## src/rtl/mp3_sci_reader_pkg.sv

```systemverilog
// Shared constants, state encoding and frame builder for the VS10xx SCI read master.
package mp3_sci_reader_pkg;

    localparam logic [7:0] SCI_OP_READ     = 8'h03;
    localparam logic [7:0] SCI_OP_WRITE    = 8'h02;

    localparam logic [7:0] SCI_MODE        = 8'h00;
    localparam logic [7:0] SCI_STATUS      = 8'h01;
    localparam logic [7:0] SCI_CLOCKF      = 8'h03;
    localparam logic [7:0] SCI_DECODE_TIME = 8'h04;
    localparam logic [7:0] SCI_HDAT0       = 8'h08;
    localparam logic [7:0] SCI_HDAT1       = 8'h09;
    localparam logic [7:0] SCI_VOL         = 8'h0B;

    typedef enum logic [2:0] {
        ST_IDLE      = 3'd0,
        ST_WAIT_DREQ = 3'd1,
        ST_SHIFT     = 3'd2,
        ST_CS_HOLD   = 3'd3,
        ST_GAP       = 3'd4
    } sci_state_e;

    // Opcode and address go out first; the trailing 16 zero bits clock the reply in.
    function automatic logic [31:0] sci_read_frame(input logic [7:0] addr);
        return {SCI_OP_READ, addr, 16'h0000};
    endfunction

endpackage

```

## src/rtl/mp3_sci_reader_sci_sclk_gen.sv

```systemverilog
// SCLK generator: CLK_DIV-cycle half periods, low phase first, with one-cycle edge strobes.
module sci_sclk_gen #(
    parameter int unsigned CLK_DIV = 50
) (
    input  logic clk,
    input  logic rst,
    input  logic en,
    output logic sclk,
    output logic rise_tick,
    output logic fall_tick
);

    localparam logic [7:0] HALF_M1 = 8'(CLK_DIV - 1);

    logic [7:0] cnt_q, cnt_d;
    logic       sclk_q, sclk_d;

    // Strobes fire in the cycle whose closing edge toggles SCLK.
    always_comb begin
        cnt_d     = HALF_M1;
        sclk_d    = 1'b0;
        rise_tick = 1'b0;
        fall_tick = 1'b0;
        if (en) begin
            if (cnt_q == 8'd0) begin
                cnt_d     = HALF_M1;
                sclk_d    = ~sclk_q;
                rise_tick = ~sclk_q;
                fall_tick = sclk_q;
            end else begin
                cnt_d  = cnt_q - 8'd1;
                sclk_d = sclk_q;
            end
        end else begin
            cnt_d  = HALF_M1;
            sclk_d = 1'b0;
        end
    end

    always_ff @(posedge clk or posedge rst) begin
        if (rst) begin
            cnt_q  <= HALF_M1;
            sclk_q <= 1'b0;
        end else begin
            cnt_q  <= cnt_d;
            sclk_q <= sclk_d;
        end
    end

    assign sclk = sclk_q;

endmodule

```

## src/rtl/mp3_sci_reader.sv

```systemverilog
// VS10xx SCI read master: waits for DREQ, shifts READ+address out, captures 16-bit reply.
module mp3_sci_reader
    import mp3_sci_reader_pkg::*;
#(
    parameter int unsigned CLK_DIV      = 50,
    parameter int unsigned DREQ_TIMEOUT = 1000000
) (
    input  logic        CLK,
    input  logic        RESET,
    input  logic        START,
    input  logic [7:0]  ADDRESS,
    input  logic        MP3_DREQ,
    input  logic        MP3_SO,
    output logic        SCI_SCLK,
    output logic        MP3_CS,
    output logic        SCI_SI,
    output logic        BUSY,
    output logic        DATA_VALID,
    output logic [15:0] RDATA,
    output logic        ERROR
);

    localparam int unsigned    TO_W     = $clog2(DREQ_TIMEOUT + 1);
    localparam logic [7:0]     HALF_M1  = 8'(CLK_DIV - 1);
    localparam logic [TO_W-1:0] TO_FIRST = TO_W'(1);
    localparam logic [TO_W-1:0] TO_LAST  = TO_W'(DREQ_TIMEOUT - 1);

    sci_state_e      state_q, state_d;
    logic [31:0]     tx_q, tx_d;
    logic [15:0]     rx_q, rx_d;
    logic [5:0]      bit_q, bit_d;
    logic [7:0]      hold_q, hold_d;
    logic [TO_W-1:0] to_q, to_d;
    logic            cs_q, cs_d;
    logic            busy_q, busy_d;
    logic            dv_q, dv_d;
    logic            err_q, err_d;
    logic [15:0]     rdata_q, rdata_d;

    logic sclk_s, rise_tick_s, fall_tick_s;

    sci_sclk_gen #(
        .CLK_DIV (CLK_DIV)
    ) u_sclk_gen (
        .clk       (CLK),
        .rst       (RESET),
        .en        (state_q == ST_SHIFT),
        .sclk      (sclk_s),
        .rise_tick (rise_tick_s),
        .fall_tick (fall_tick_s)
    );

    // Next-state and output decode for the read sequence.
    always_comb begin
        state_d = state_q;
        tx_d    = tx_q;
        rx_d    = rx_q;
        bit_d   = bit_q;
        hold_d  = hold_q;
        to_d    = to_q;
        cs_d    = cs_q;
        busy_d  = busy_q;
        dv_d    = 1'b0;
        err_d   = 1'b0;
        rdata_d = rdata_q;
        case (state_q)
            ST_IDLE: begin
                if (START) begin
                    tx_d   = sci_read_frame(ADDRESS);
                    busy_d = 1'b1;
                    bit_d  = 6'd0;
                    to_d   = TO_FIRST;
                    if (MP3_DREQ) begin
                        state_d = ST_SHIFT;
                        cs_d    = 1'b0;
                    end else begin
                        state_d = ST_WAIT_DREQ;
                    end
                end else begin
                    state_d = ST_IDLE;
                end
            end
            ST_WAIT_DREQ: begin
                if (MP3_DREQ) begin
                    state_d = ST_SHIFT;
                    cs_d    = 1'b0;
                end else if (to_q >= TO_LAST) begin
                    err_d   = 1'b1;
                    state_d = ST_GAP;
                    hold_d  = HALF_M1;
                end else begin
                    to_d = to_q + TO_FIRST;
                end
            end
            ST_SHIFT: begin
                // Only the last 16 samples survive in rx, so opcode-phase samples drop out.
                if (rise_tick_s) begin
                    rx_d = {rx_q[14:0], MP3_SO};
                end else begin
                    rx_d = rx_q;
                end
                if (fall_tick_s) begin
                    tx_d  = {tx_q[30:0], 1'b0};
                    bit_d = bit_q + 6'd1;
                    if (bit_q == 6'd31) begin
                        state_d = ST_CS_HOLD;
                        hold_d  = HALF_M1;
                    end else begin
                        state_d = ST_SHIFT;
                    end
                end else begin
                    tx_d = tx_q;
                end
            end
            ST_CS_HOLD: begin
                if (hold_q == 8'd0) begin
                    state_d = ST_GAP;
                    hold_d  = HALF_M1;
                    cs_d    = 1'b1;
                    dv_d    = 1'b1;
                    rdata_d = rx_q;
                end else begin
                    hold_d = hold_q - 8'd1;
                end
            end
            ST_GAP: begin
                if (hold_q == 8'd0) begin
                    state_d = ST_IDLE;
                    busy_d  = 1'b0;
                end else begin
                    hold_d = hold_q - 8'd1;
                end
            end
            default: begin
                state_d = ST_IDLE;
                cs_d    = 1'b1;
                busy_d  = 1'b0;
            end
        endcase
    end

    // State and output registers; reset releases XCS immediately.
    always_ff @(posedge CLK or posedge RESET) begin
        if (RESET) begin
            state_q <= ST_IDLE;
            tx_q    <= 32'h0000_0000;
            rx_q    <= 16'h0000;
            bit_q   <= 6'd0;
            hold_q  <= 8'd0;
            to_q    <= '0;
            cs_q    <= 1'b1;
            busy_q  <= 1'b0;
            dv_q    <= 1'b0;
            err_q   <= 1'b0;
            rdata_q <= 16'h0000;
        end else begin
            state_q <= state_d;
            tx_q    <= tx_d;
            rx_q    <= rx_d;
            bit_q   <= bit_d;
            hold_q  <= hold_d;
            to_q    <= to_d;
            cs_q    <= cs_d;
            busy_q  <= busy_d;
            dv_q    <= dv_d;
            err_q   <= err_d;
            rdata_q <= rdata_d;
        end
    end

    assign SCI_SCLK   = sclk_s;
    assign MP3_CS     = cs_q;
    assign SCI_SI     = tx_q[31];
    assign BUSY       = busy_q;
    assign DATA_VALID = dv_q;
    assign RDATA      = rdata_q;
    assign ERROR      = err_q;

endmodule

```

## config.mk

```make
export PLATFORM = sky130hd
export DESIGN_NAME = mp3_sci_reader
export DESIGN_NICKNAME = d
export VERILOG_FILES = /design/src/rtl/mp3_sci_reader_pkg.sv /design/src/rtl/mp3_sci_reader_sci_sclk_gen.sv /design/src/rtl/mp3_sci_reader.sv
export SDC_FILE = /design/constraint.sdc
export NUM_CORES = 1
export LEC_CHECK = 0
export BUFFER_PORTS_ARGS = -buffer_cell sky130_fd_sc_hd__buf_4
export CELL_PAD_IN_SITES_DETAIL_PLACEMENT = 2
export CELL_PAD_IN_SITES_GLOBAL_PLACEMENT = 2
export CORE_MARGIN = 2
export CORE_UTILIZATION = 39
export DETAILED_ROUTE_END_ITERATION = 16
export GPL_ROUTABILITY_DRIVEN = 0
export MAX_ROUTING_LAYER = met4
export PLACE_DENSITY = 0.76
export SLEW_MARGIN = 20
export SYNTH_ARGS = -nofsm -noshare
export SYNTH_HDL_FRONTEND = slang
export SYNTH_SLANG_ARGS = --single-unit
export TNS_END_PERCENT = 1
```

## constraint.sdc

```tcl
create_clock -name CLK -period 3.5 [get_ports CLK]
set_clock_uncertainty 0.05 [all_clocks]
set_input_delay 0.175 -clock CLK [delete_from_list [all_inputs] [get_ports CLK]]
set_output_delay 0.175 -clock CLK [all_outputs]
set_load 0.03 [all_outputs]
```

==> qor.txt <==
clock tree buffer depth - 2
Synth area leaders - dfrtp_1, mux2_2, nand2_1, o21ai_0, nor2_1
largest net degree at the start of global routing - 60
Detailed Route Iter0 Violations - 114
initial antenna violation count - 0
max-slew violations - 0
Max-slew headroom - 37.76%
Arrival @ worst endpoint - 3.08 ns
clk_lat worst skew - 0.35 ns
ANT nets after route - 0
Req. time, crit path - 3.74 ns
share of layout cells above drive strength 1 - 23.14%
H-tree depth - 3
Synth Warn # - 0
status - complete, but fails checks
die span in x - 113.2 um
Crit-path slowest cell - or3b_2
number of synthesized register bits - 98
final period utilization - 81.03%
critical path endpoint category - flop
worst-path cell chain - or3b_2 -> nor4_4 -> nor2_1 -> or4b_2 -> nand2_1
min cycle time layout - 2.836 ns
Non-Filler Instances - 627
area added between synthesis and finish - 15.95%
Fin Hold WS - 0.02399 ns
DR pass1 iterations - 10
Post-Syn Area - 0.004651 sq mm
DP Cell Count - 608
Max-Cap Viols - 0
routed wire length - 12.14 mm
first-pass GRT wire length - 20.90 mm
final core occ - 46.83%
Avg Vias per Cell - 5.619
GRT Util Overall - 21.38%
static leakage power - 2.452 nW
CTS Root Buffer Type - clkbuf_16
kind of critical path - flop to flop
Setup crit start kind - flop
cells after synthesis - 440
distinct cell type count after synthesis - 56
die area - 0.01281 sq mm
RSZ-0062 raised after global routing - no
initial core utilization - 40.38%
routed vias - 3523
Worst VDD drop - 0.3000 mV
final setup vio count - 0
Fin. Hold Viols - 0
TritonCTS Buffers - 9
Avg Cell Area, Syn - 10.57 sq um
syn nets - 458
Post-synth ARST share - 100.0%
row cnt - 39
Reg clk slew, reported paths - 0.07 ns
post-cts resize count - 0
Crit Path Max Fanout - 17
share of the synthesized area in the top cell type - 50.58%
most frequent cells in the layout - dfrtp_1, nand2_1, buf_4, nor2_1, mux2_2
TritonCTS clock tree - yes
gr ovfl total - 0
commonest non-fill, non-tap cell in the layout - dfrtp_1
Worst Path Buf+Inv - 0
failing checks - design-rule violations
I/O pin count - 35
CORE AREA - 0.01152 sq mm
sequential-to-total area share from yosys stat - 52.84%
Post-DP Area - 0.005082 sq mm
antenna diode count - 0
Clock Sinks - 98
worst slew pin tran - 0.9302 ns
Post-synth EDFFs - 0
Hold Crit Class - input port to flop
leading area contributor after synthesis - dfrtp_1
P per Cell Area - 538.0 mW/mm^2
DRC - 1
Fin Setup TNS - 0 ns
Die Y - 113.2 um
vias in the first global route - 3946
fin nets - 497
prevailing post-synth register cell - dfrtp_1
DP HPWL - 8.025 mm
family with the most delay on the worst path - simple AND/OR/NAND/NOR gates
CP peak stage delay - 0.73 ns
FMAX - 352.6 MHz
wire length per cell - 19.36 um
design area - 0.005393 sq mm
IO Port Bufs - 34
-- layer usage --
layer / share of wire [%] / routed length (um) / GRT usage (%)
met5: 0 / 0 / -
met4: 1.2 / 140 / 6.098
met3: 2.4 / 296 / 3.964
met2: 52 / 6270 / 36.25
met1: 45 / 5433 / 26.22
-- cell type report --
| cell class | count | area (sq um) |
|---|---|---|
| fillers | 1220 | 6123 |
| flip-flops and latches | 98 | 2457 |
| multi-input cells | 313 | 2079 |
| repair buffers | 46 | 352.8 |
| clock buffers | 10 | 239.0 |
| well taps | 143 | 178.9 |
| inverters | 11 | 43.79 |
| clock inverters | 6 | 41.29 |
-- final timing paths --
kind / start / endpoint / slack [ns] / cells after the start
max: state_q[1] / bit_q[2] / 0.66 / 5
min: MP3_DREQ / ERROR / 0.02 / 2
max reg2reg: state_q[1] / bit_q[2] / 0.66 / 5
min reg2reg: u_sclk_gen.cnt_q[0] / u_sclk_gen.cnt_q[0] / 0.44 / 1
max in group asynchronous: RESET / u_sclk_gen.cnt_q[5] / 2.07 / 4
min in group asynchronous: RESET / tx_q[20] / 0.47 / 3
-- cell families (layout without fill, tap and decap cells) --
group / Yosys count / after routing / share of synthesized area (%)
buf+inv: 29 / 73 / 2.448
simple gates: 162 / 162 / 17.60
xor+xnor: 11 / 11 / 2.072
fa+ha+maj: 5 / 5 / 1.345
compound gates: 89 / 89 / 12.81
mux: 46 / 46 / 10.90
flops: 98 / 98 / 52.84
-- report_power, final --
part	total (W)	switching, W	internal (W)	leakage, nW
Sequential	0.00143	0.000150	0.00128	1.29
Clock	0.000963	0.000461	0.000502	0.131
Combinational	0.000504	0.000291	0.000212	1.03
-- stage by stage --
step / worst slack (ns) / total power (W)
2_1_floorplan: 0.7195 / 0.001781
3_3_place_gp: 0.7708 / 0.001901
3_5_place_dp: 0.6744 / 0.001954
4_1_cts: 0.6492 / 0.002941
5_1_grt: 0.4857 / 0.003064
6_report: 0.6639 / 0.002901
-- flip-flops by register name (all words and copies together), names as in the netlist, 3 cells and up --
register,cells
RDATA,16
bit_q,6
hold_q,8
rx_q,16
state_q,3
to_q,20
tx_q,16
u_sclk_gen.cnt_q,8
-- what timing repair did --
item                                   4_1_cts  5_1_grt
hold buffers                                 3        0
buffers inserted                             0        0
endpoints found under the hold margin       59        0
-- synth_stat cells (all sizes together), types with 8 or more instances --
cell type	count
dfrtp	94
nand2	55
nor2	42
mux2	34
o21ai	31
clkbuf	16
a21oi	12
mux2i	12
inv	11
nand4	9
o31ai	8
or3	8
Power figures use the tool's default switching activity.
